--- config.mk ---
export PLATFORM = sky130hd
export DESIGN_NAME = uart_cmd_parser
export DESIGN_NICKNAME = d
export VERILOG_FILES = /design/src/rtl/uart_cmd_pkg.sv /design/src/rtl/ascii_classify.sv /design/src/rtl/uart_cmd_parser.sv
export SDC_FILE = /design/constraint.sdc
export NUM_CORES = 1
export LEC_CHECK = 0
export ABC_AREA = 0
export CAP_MARGIN = 20
export CORE_ASPECT_RATIO = 0.9
export CORE_MARGIN = 2
export CORE_UTILIZATION = 45
export DETAILED_ROUTE_END_ITERATION = 8
export HOLD_SLACK_MARGIN = 0.1
export PLACE_DENSITY = 0.68
export SLEW_MARGIN = 20
export SYNTH_ARGS = -nofsm -noshare
export SYNTH_HDL_FRONTEND = slang
export SYNTH_SLANG_ARGS = --single-unit
--- constraint.sdc ---
create_clock -name clk -period 9.2 [get_ports clk]
set_clock_uncertainty 0.2 [all_clocks]
set_input_delay 1.84 -clock clk [delete_from_list [all_inputs] [get_ports clk]]
set_output_delay 1.84 -clock clk [all_outputs]
set_load 0.05 [all_outputs]
--- src/rtl/uart_cmd_pkg.sv ---
// Shared ASCII constants and parser state encoding for the UART command parser.
package uart_cmd_pkg;

  localparam logic [7:0] CHR_C   = 8'h43;
  localparam logic [7:0] CHR_c   = 8'h63;
  localparam logic [7:0] CHR_CR  = 8'h0D;
  localparam logic [7:0] CHR_LF  = 8'h0A;
  localparam logic [7:0] CHR_ESC = 8'h1B;
  localparam logic [7:0] CHR_0   = 8'h30;
  localparam logic [7:0] CHR_9   = 8'h39;

  typedef enum logic [1:0] {
    IDLE,
    CHAN,
    VALUE,
    DISCARD
  } state_t;

endpackage

--- src/rtl/ascii_classify.sv ---
// Combinational byte classifier: decimal digits, command letter, line terminators, escape.
module ascii_classify
  import uart_cmd_pkg::*;
(
  input  logic [7:0] data,
  output logic       is_digit,
  output logic [3:0] digit,
  output logic       is_cmd,
  output logic       is_term,
  output logic       is_esc
);

  assign is_digit = (data >= CHR_0) && (data <= CHR_9);
  // ASCII '0'..'9' carry their value in the low nibble.
  assign digit    = data[3:0];
  assign is_cmd   = (data == CHR_C) || (data == CHR_c);
  assign is_term  = (data == CHR_CR) || (data == CHR_LF);
  assign is_esc   = (data == CHR_ESC);

endmodule

--- src/rtl/uart_cmd_parser.sv ---
// Parses "C<ch><value><CR|LF>" byte streams into a bank of PWM duty registers,
// with an optional single-digit legacy form on channel 0.
module uart_cmd_parser
  import uart_cmd_pkg::*;
#(
  parameter int NUM_CH     = 4,
  parameter int DUTY_W     = 7,
  parameter int MAX_DUTY   = 100,
  parameter int MAX_DIGITS = 3,
  parameter int LEGACY_EN  = 1,
  localparam int CH_W      = (NUM_CH > 1) ? $clog2(NUM_CH) : 1
) (
  input  logic                     clk,
  input  logic                     rst_n,
  input  logic [7:0]               rx_data,
  input  logic                     rx_valid,
  output logic [NUM_CH*DUTY_W-1:0] duty_cycle,
  output logic                     update_strobe,
  output logic [CH_W-1:0]          update_ch,
  output logic                     cmd_error
);

  localparam int ACC_W = $clog2(10 ** MAX_DIGITS);
  localparam int EXT_W = ACC_W + 4;
  localparam int CNT_W = 3;

  logic            is_digit, is_cmd, is_term, is_esc;
  logic [3:0]      digit;

  state_t          state, state_n;
  logic [ACC_W-1:0] acc, acc_n;
  logic [EXT_W-1:0] acc_ext;
  logic [CNT_W-1:0] cnt, cnt_n;
  logic [CH_W-1:0]  ch, ch_n;
  logic             wr_en, err_n;
  logic [CH_W-1:0]  wr_ch;
  logic [DUTY_W-1:0] wr_val;
  logic [DUTY_W-1:0] duty [NUM_CH];

  ascii_classify u_classify (
    .data     (rx_data),
    .is_digit (is_digit),
    .digit    (digit),
    .is_cmd   (is_cmd),
    .is_term  (is_term),
    .is_esc   (is_esc)
  );

  // Legacy single digit maps to digit*10, saturated at the largest legal duty.
  function automatic logic [DUTY_W-1:0] legacy_duty(input logic [3:0] d);
    int v;
    v = int'(d) * 10;
    if (v > MAX_DUTY) v = MAX_DUTY;
    return DUTY_W'(v);
  endfunction

  assign acc_ext = EXT_W'(acc) * EXT_W'(10) + EXT_W'(digit);

  always_comb begin
    state_n = state;
    acc_n   = acc;
    cnt_n   = cnt;
    ch_n    = ch;
    wr_en   = 1'b0;
    wr_ch   = ch;
    wr_val  = DUTY_W'(acc);
    err_n   = 1'b0;
    if (rx_valid) begin
      if (is_esc) begin
        state_n = IDLE;
      end else begin
        case (state)
          IDLE: begin
            if (is_cmd) begin
              state_n = CHAN;
            end else if (is_digit && (LEGACY_EN != 0)) begin
              wr_en  = 1'b1;
              wr_ch  = '0;
              wr_val = legacy_duty(digit);
            end else if (!is_term) begin
              err_n   = 1'b1;
              state_n = DISCARD;
            end
          end
          CHAN: begin
            if (is_digit && (int'(digit) < NUM_CH)) begin
              ch_n    = CH_W'(digit);
              acc_n   = '0;
              cnt_n   = '0;
              state_n = VALUE;
            end else begin
              err_n   = 1'b1;
              state_n = is_term ? IDLE : DISCARD;
            end
          end
          VALUE: begin
            if (is_digit) begin
              // The digit limit also guarantees acc_ext fits back into ACC_W.
              if (int'(cnt) >= MAX_DIGITS) begin
                err_n   = 1'b1;
                state_n = DISCARD;
              end else begin
                acc_n = ACC_W'(acc_ext);
                cnt_n = cnt + CNT_W'(1);
              end
            end else if (is_term) begin
              state_n = IDLE;
              if ((cnt == '0) || (int'(acc) > MAX_DUTY)) begin
                err_n = 1'b1;
              end else begin
                wr_en = 1'b1;
              end
            end else begin
              err_n   = 1'b1;
              state_n = DISCARD;
            end
          end
          DISCARD: begin
            if (is_term) state_n = IDLE;
          end
          default: state_n = IDLE;
        endcase
      end
    end
  end

  always_ff @(posedge clk) begin
    if (!rst_n) begin
      state         <= IDLE;
      acc           <= '0;
      cnt           <= '0;
      ch            <= '0;
      update_strobe <= 1'b0;
      update_ch     <= '0;
      cmd_error     <= 1'b0;
      for (int k = 0; k < NUM_CH; k++) duty[k] <= '0;
    end else begin
      state         <= state_n;
      acc           <= acc_n;
      cnt           <= cnt_n;
      ch            <= ch_n;
      update_strobe <= wr_en;
      cmd_error     <= err_n;
      if (wr_en) update_ch <= wr_ch;
      for (int k = 0; k < NUM_CH; k++) begin
        if (wr_en && (wr_ch == CH_W'(k))) duty[k] <= wr_val;
      end
    end
  end

  always_comb begin
    duty_cycle = '0;
    for (int k = 0; k < NUM_CH; k++) duty_cycle[k*DUTY_W +: DUTY_W] = duty[k];
  end

endmodule
==> flow_metrics.py <==
metrics = {
    "sta": {
        "fin_crit_sh": 0.5690,
        "final-setup-viol-count": 0,
        "tightestPinTransition_ns": 0.9768,
        "setup_tns_ns": 0,
        "fmax_mhz": 191.0,
        "drv_slew": 0,
        "max-slew-margin-rel": 0.3419,
        "whs_ns": 0.2915,
        "rsz0062_at_grt": "no",
        "hold_viol": 0,
        "post-route-min-period_ns": 5.235,
    },
    "finish": {
        "n_antenna_cell": 0,
        "fin_cells": 413,
        "fin_nets": 360,
        "drive_above_1_share": 0.07975,
        "stdcell_area_um2": 3416,
        "layout_commonest_cell": "nor2_1",
        "area_growth_pct": 19.89,
        "layout_common_cells": "nor2_1 (61), clkdlybuf4s50_1 (42), edfxtp_1 (28)",
    },
    "die": {
        "rows": 27,
        "die_w_um": 87.87,
        "initial_core_util": 0.4659,
        "die_h_um": 79.49,
        "io_pins": 43,
        "die_area_um2": 6984,
        "core-area_um2": 6115,
    },
    "power_and_ir_drop": {
        "powerDensity_nw_per_um2": 127.0,
        "total_power_uw": 433.6,
        "power.leakage_nw": 1.281,
        "ir_worst_vdd_v": 0.00005881,
    },
    "worst_setup_path": {
        "reg2reg_depth": 6,
        "cp_data_arrival_time_ns": 4.97,
        "crit_required_ns": 8.94,
        "worstSetupPathType": "primary input to flop",
        "slowest_stage": "o21ai_0",
        "cpPeakStageDelay_ns": 0.83,
        "cp_max_fo": 9,
        "path_cells": "clkdlybuf4s50_1 -> or4b_4 -> a211oi_4 -> nor4b_4 -> nand4b_1 -> o21ai_0",
        "endpoint_kind": "flop",
        "startpoint_type": "primary input",
    },
    "global_route": {
        "grt_use_total": 0.1906,
        "grt_max_degree": 21,
        "antenna_found_initial": 0,
        "grt_overflow": 0,
        "grt_pass1_vias": 2045,
        "grt_pass1_wl_um": 10310,
    },
    "routing": {
        "antenna_violating_nets_post_route": 0,
        "wl_um": 6468,
        "drtPass1Iterations": 4,
        "viasPerCell": 5.402,
        "drtIter0Drc": 144,
        "vias": 2231,
        "route.detailed.drc": 0,
        "routedWlPerCell_um": 15.66,
    },
    "clocking": {
        "clk_latency_ns": 0.30,
        "cts.sinks": 49,
        "clk_path_buf_depth": 2,
        "clk_pin_slew_ns": 0.09,
        "cts-root-buf": "clkbuf_8",
        "post-cts-setup-buffers": 0,
        "cts_hold_buf": 0,
        "cts_tree": "done",
        "htreeDepth": 2,
        "ctsResizeCount": 0,
        "numCtsBuffers": 5,
    },
    "logic_synthesis": {
        "synth.top_cells.by_area": "edfxtp_1 (30%), dfxtp_1 (15%), ha_1 (9.2%)",
        "synth_cells": 282,
        "yosys_register_bits": 49,
        "synthArstFlopShare": 0,
        "synth-main-ff-cell": "edfxtp_1",
        "synth_fp_nets": 317,
        "synth_edf_count": 28,
        "ys.warnings.count": 0,
        "synth_cell_types": 60,
        "postSynthAreaPerCell_um2": 10.10,
        "synth_top_area_cell": "edfxtp_1",
        "ys_seq_area_frac": 0.4427,
        "synth_top_area_frac": 0.2951,
        "netlist_area_um2": 2849,
    },
    "placed_design": {
        "placed_area_um2": 3329,
        "dp_hpwl_um": 4839,
        "place_congestion": 0.9199,
        "dp_cells": 405,
        "io_buffers": 42,
    },
    "flow_run": {
        "max-cap-violations": 0,
    },
    "min_path": {
        "hold_depth": 2,
        "hp-class": "flop to flop",
    },
    "run_status": {
        "status": "finished, final reports clean",
    },
}
==> cells in the mapped netlist, types with 2 or more instances <==
library cell,count
a211oi_1,3
a21o_1,5
a21oi_1,19
a22oi_1,6
a31oi_1,3
clkbuf_1,3
dfxtp_1,21
edfxtp_1,28
fa_1,3
ha_1,21
inv_1,10
mux2i_1,3
nand2_1,14
nand2b_1,4
nand3_1,3
nand3b_1,4
nand4_2,2
nor2_1,61
nor2b_1,4
nor3_1,8
o21ai_0,7
o21ai_1,2
o21ai_2,2
xnor2_1,5
xor2_1,6
==> through the flow <==
step,setup WS (ns),util
2_1_floorplan,4.753,-
5_1_grt,3.780,0.5586
3_3_place_gp,3.773,0.5445
6_report,3.965,0.5586
3_5_place_dp,3.671,0.5445
4_1_cts,4.003,0.5586
==> worst max-delay path: cells and delay by family <==
family	cells	cell delay, ns
and+or+nand+nor	3	1.31
AOI/OAI and AO/OA	2	1.14
buffers and inverters	1	0.68
==> cell type report <==
cell class              count  area, µm²
clock inverters             2      13.76
repair buffers             43      427.9
flip-flops and latches     49       1261
fillers                   569       2699
well taps                  87      108.9
inverters                  10      37.54
clock buffers               6      72.57
multi-input cells         216       1494
==> cells by family (layout without fill, tap and decap cells) <==
family          Yosys count  after routing  synth area share
simple gates            118            118            0.2161
compound gates           59             59            0.1467
flops                    49             49            0.4427
fa+ha+maj                24             24            0.1133
buf+inv                  17             61           0.03293
xor+xnor                 11             11           0.03382
mux                       4              4           0.01449
==> worst paths after layout <==
path / startpoint / to / slack (ns)
min reg2reg: update_ch[1]$_SDFFE_PN0P_ / update_ch[1]$_SDFFE_PN0P_ / 0.29
min: update_ch[1]$_SDFFE_PN0P_ / update_ch[1]$_SDFFE_PN0P_ / 0.29
max reg2reg: cnt[0]$_SDFFE_PN0P_ / duty[3][1]$_SDFFCE_PN0P_ / 5.95
max: rx_data[3] / duty[3][1]$_SDFFCE_PN0P_ / 3.96
==> power breakdown <==
part / switching (mW) / total, mW / internal [mW]
clock: 0.0764 / 0.131 / 0.0544
combinational: 0.0405 / 0.0624 / 0.0219
sequential: 0.00396 / 0.240 / 0.236
total: 0.121 / 0.434 / 0.313
==> per-layer routing <==
metal	wire length [µm]	global-route usage	vias to the layer above
li1	-	-	1105
met1	3142	0.2722	1071
met2	3047	0.3091	53
met3	245	0.02689	2
met4	34	0.03846	0
met5	0	0	-
==> sequential cells by signal, indices dropped and copies added (netlist names) <==
register	count
cmd_error	1
cnt	3
acc	10
state	2
update_strobe	1
duty	28
ch	2
update_ch	2
No activity file was read; power rests on OpenSTA's default activity.
==> RTL edit (same flow settings) <==
Encoding of `state_t`: now one-hot (4 bits for 4 states).
--- a/src/rtl/uart_cmd_pkg.sv
+++ b/src/rtl/uart_cmd_pkg.sv
@@ -9,11 +9,11 @@
   localparam logic [7:0] CHR_0   = 8'h30;
   localparam logic [7:0] CHR_9   = 8'h39;
 
-  typedef enum logic [1:0] {
-    IDLE,
-    CHAN,
-    VALUE,
-    DISCARD
+  typedef enum logic [3:0] {
+    IDLE    = 4'b0001,
+    CHAN    = 4'b0010,
+    VALUE   = 4'b0100,
+    DISCARD = 4'b1000
   } state_t;
 
 endpackage
Behaviour: no difference found for any inputs over 4 cycles, from zero or initial values and one cycle with rst_n low; so few cycles prove little.
==> RTL edit against the unedited design <==
Sequential cell count up 2; synthesized area up 7.2%; sequential share of layout area down 1.2 points; wire length up 8.9%; register-to-register slack better by 0.02 ns; via count up 11%; sequential power up 5%; maximum frequency up 4.0%; cell area up 6.7%; total power up 13%; worst setup slack better by 0.20 ns; largest power group unchanged; highest routed layer unchanged.
==> RTL edit: results (changes against the unedited design) <==
Met2 routed WL: 3160 um (+3.8%)
Die extent in x: 90.9 um (+3.4%)
Fraction of area in multi-input gates: 45.4% (+1.7 points)
Worst VDD drop: 0.0718 mV (+22%)
Buffer share of cell area: 11.7% (-0.79 points)
Gate count after technology mapping: 304 (+7.8%)
GR Util All Layers: 19.6% (+0.51 points)
WP data arrival: 4.86 ns (-0.11 ns)
First-pass GRT wire length: 11,500 um (+11%)
Placement Setup Slack: 3.95 ns (+0.281 ns)
Inverters: 9 (-1)
RePlAce Congestion: 0.870 (-5.5%)
Met3 usage in global routing: 3.81% (+1.1 points)
M1 GR Usage: 26.0% (-1.2 points)
R2R depth: 5 (-1)
Crit path max fanout: 11 (+2)
Hold wc startpoint: update_ch[0]
Headroom to the max-slew limit: 41.4% (+7.2 points)
Top cells by count, synth: nor2_1 (49), edfxtp_1 (28), dfxtp_1 (23)
Status: finished clean
Critical R2R Launch: state[0]
Final wirelength: 7040 um (+8.9%)
Met1 wire length: 3290 um (+4.7%)
Met3 wire length: 450 um (+84%)
Largest net degree at the start of global routing: 26 (+24%)
LEAKAGE: 1.29 nW (+0.66%)
Synth cell types: 63 (+5.0%)
Clock network area share: 3.16% (+0.63 points)
Filler Cells Inserted: 610 (+7.2%)
Seq pwr: 0.000252 W (+5%)
Area after DPL: 3520 um2 (+5.9%)
WL/cell: 16.2 um (+3.6%)
Vias in the first global route: 2,287 (+12%)
Fin nets: 378 (+5.0%)
==> RTL edit: cell types whose count changed in the layout (fill, tap and decap cells not counted), sizes merged, moves of 3 or more <==
| cell | before | now |
|---|---|---|
| nand3b | 4 | 1 |
| a211o | 0 | 3 |
| nor4b | 2 | 5 |
| nand3 | 3 | 11 |
| nor2 | 61 | 49 |
| nand2 | 15 | 22 |
| nor3 | 8 | 11 |
| nand4 | 3 | 7 |
| a21oi | 19 | 15 |
| a22oi | 6 | 9 |
==> RTL edit: cell families (layout without fill, tap and decap cells) <==
group | Yosys count | count (layout) | synth area share (%)
and+or+nand+nor | 130 | 130 | 23.9
adders and majority gates | 24 | 24 | 10.6
buffers and inverters | 20 | 60 | 3.44
muxes | 5 | 5 | 1.64
DFF | 51 | 51 | 42.6
xor gates and xnor gates | 10 | 10 | 3.32
AOI/OAI and AO/OA | 64 | 64 | 14.6
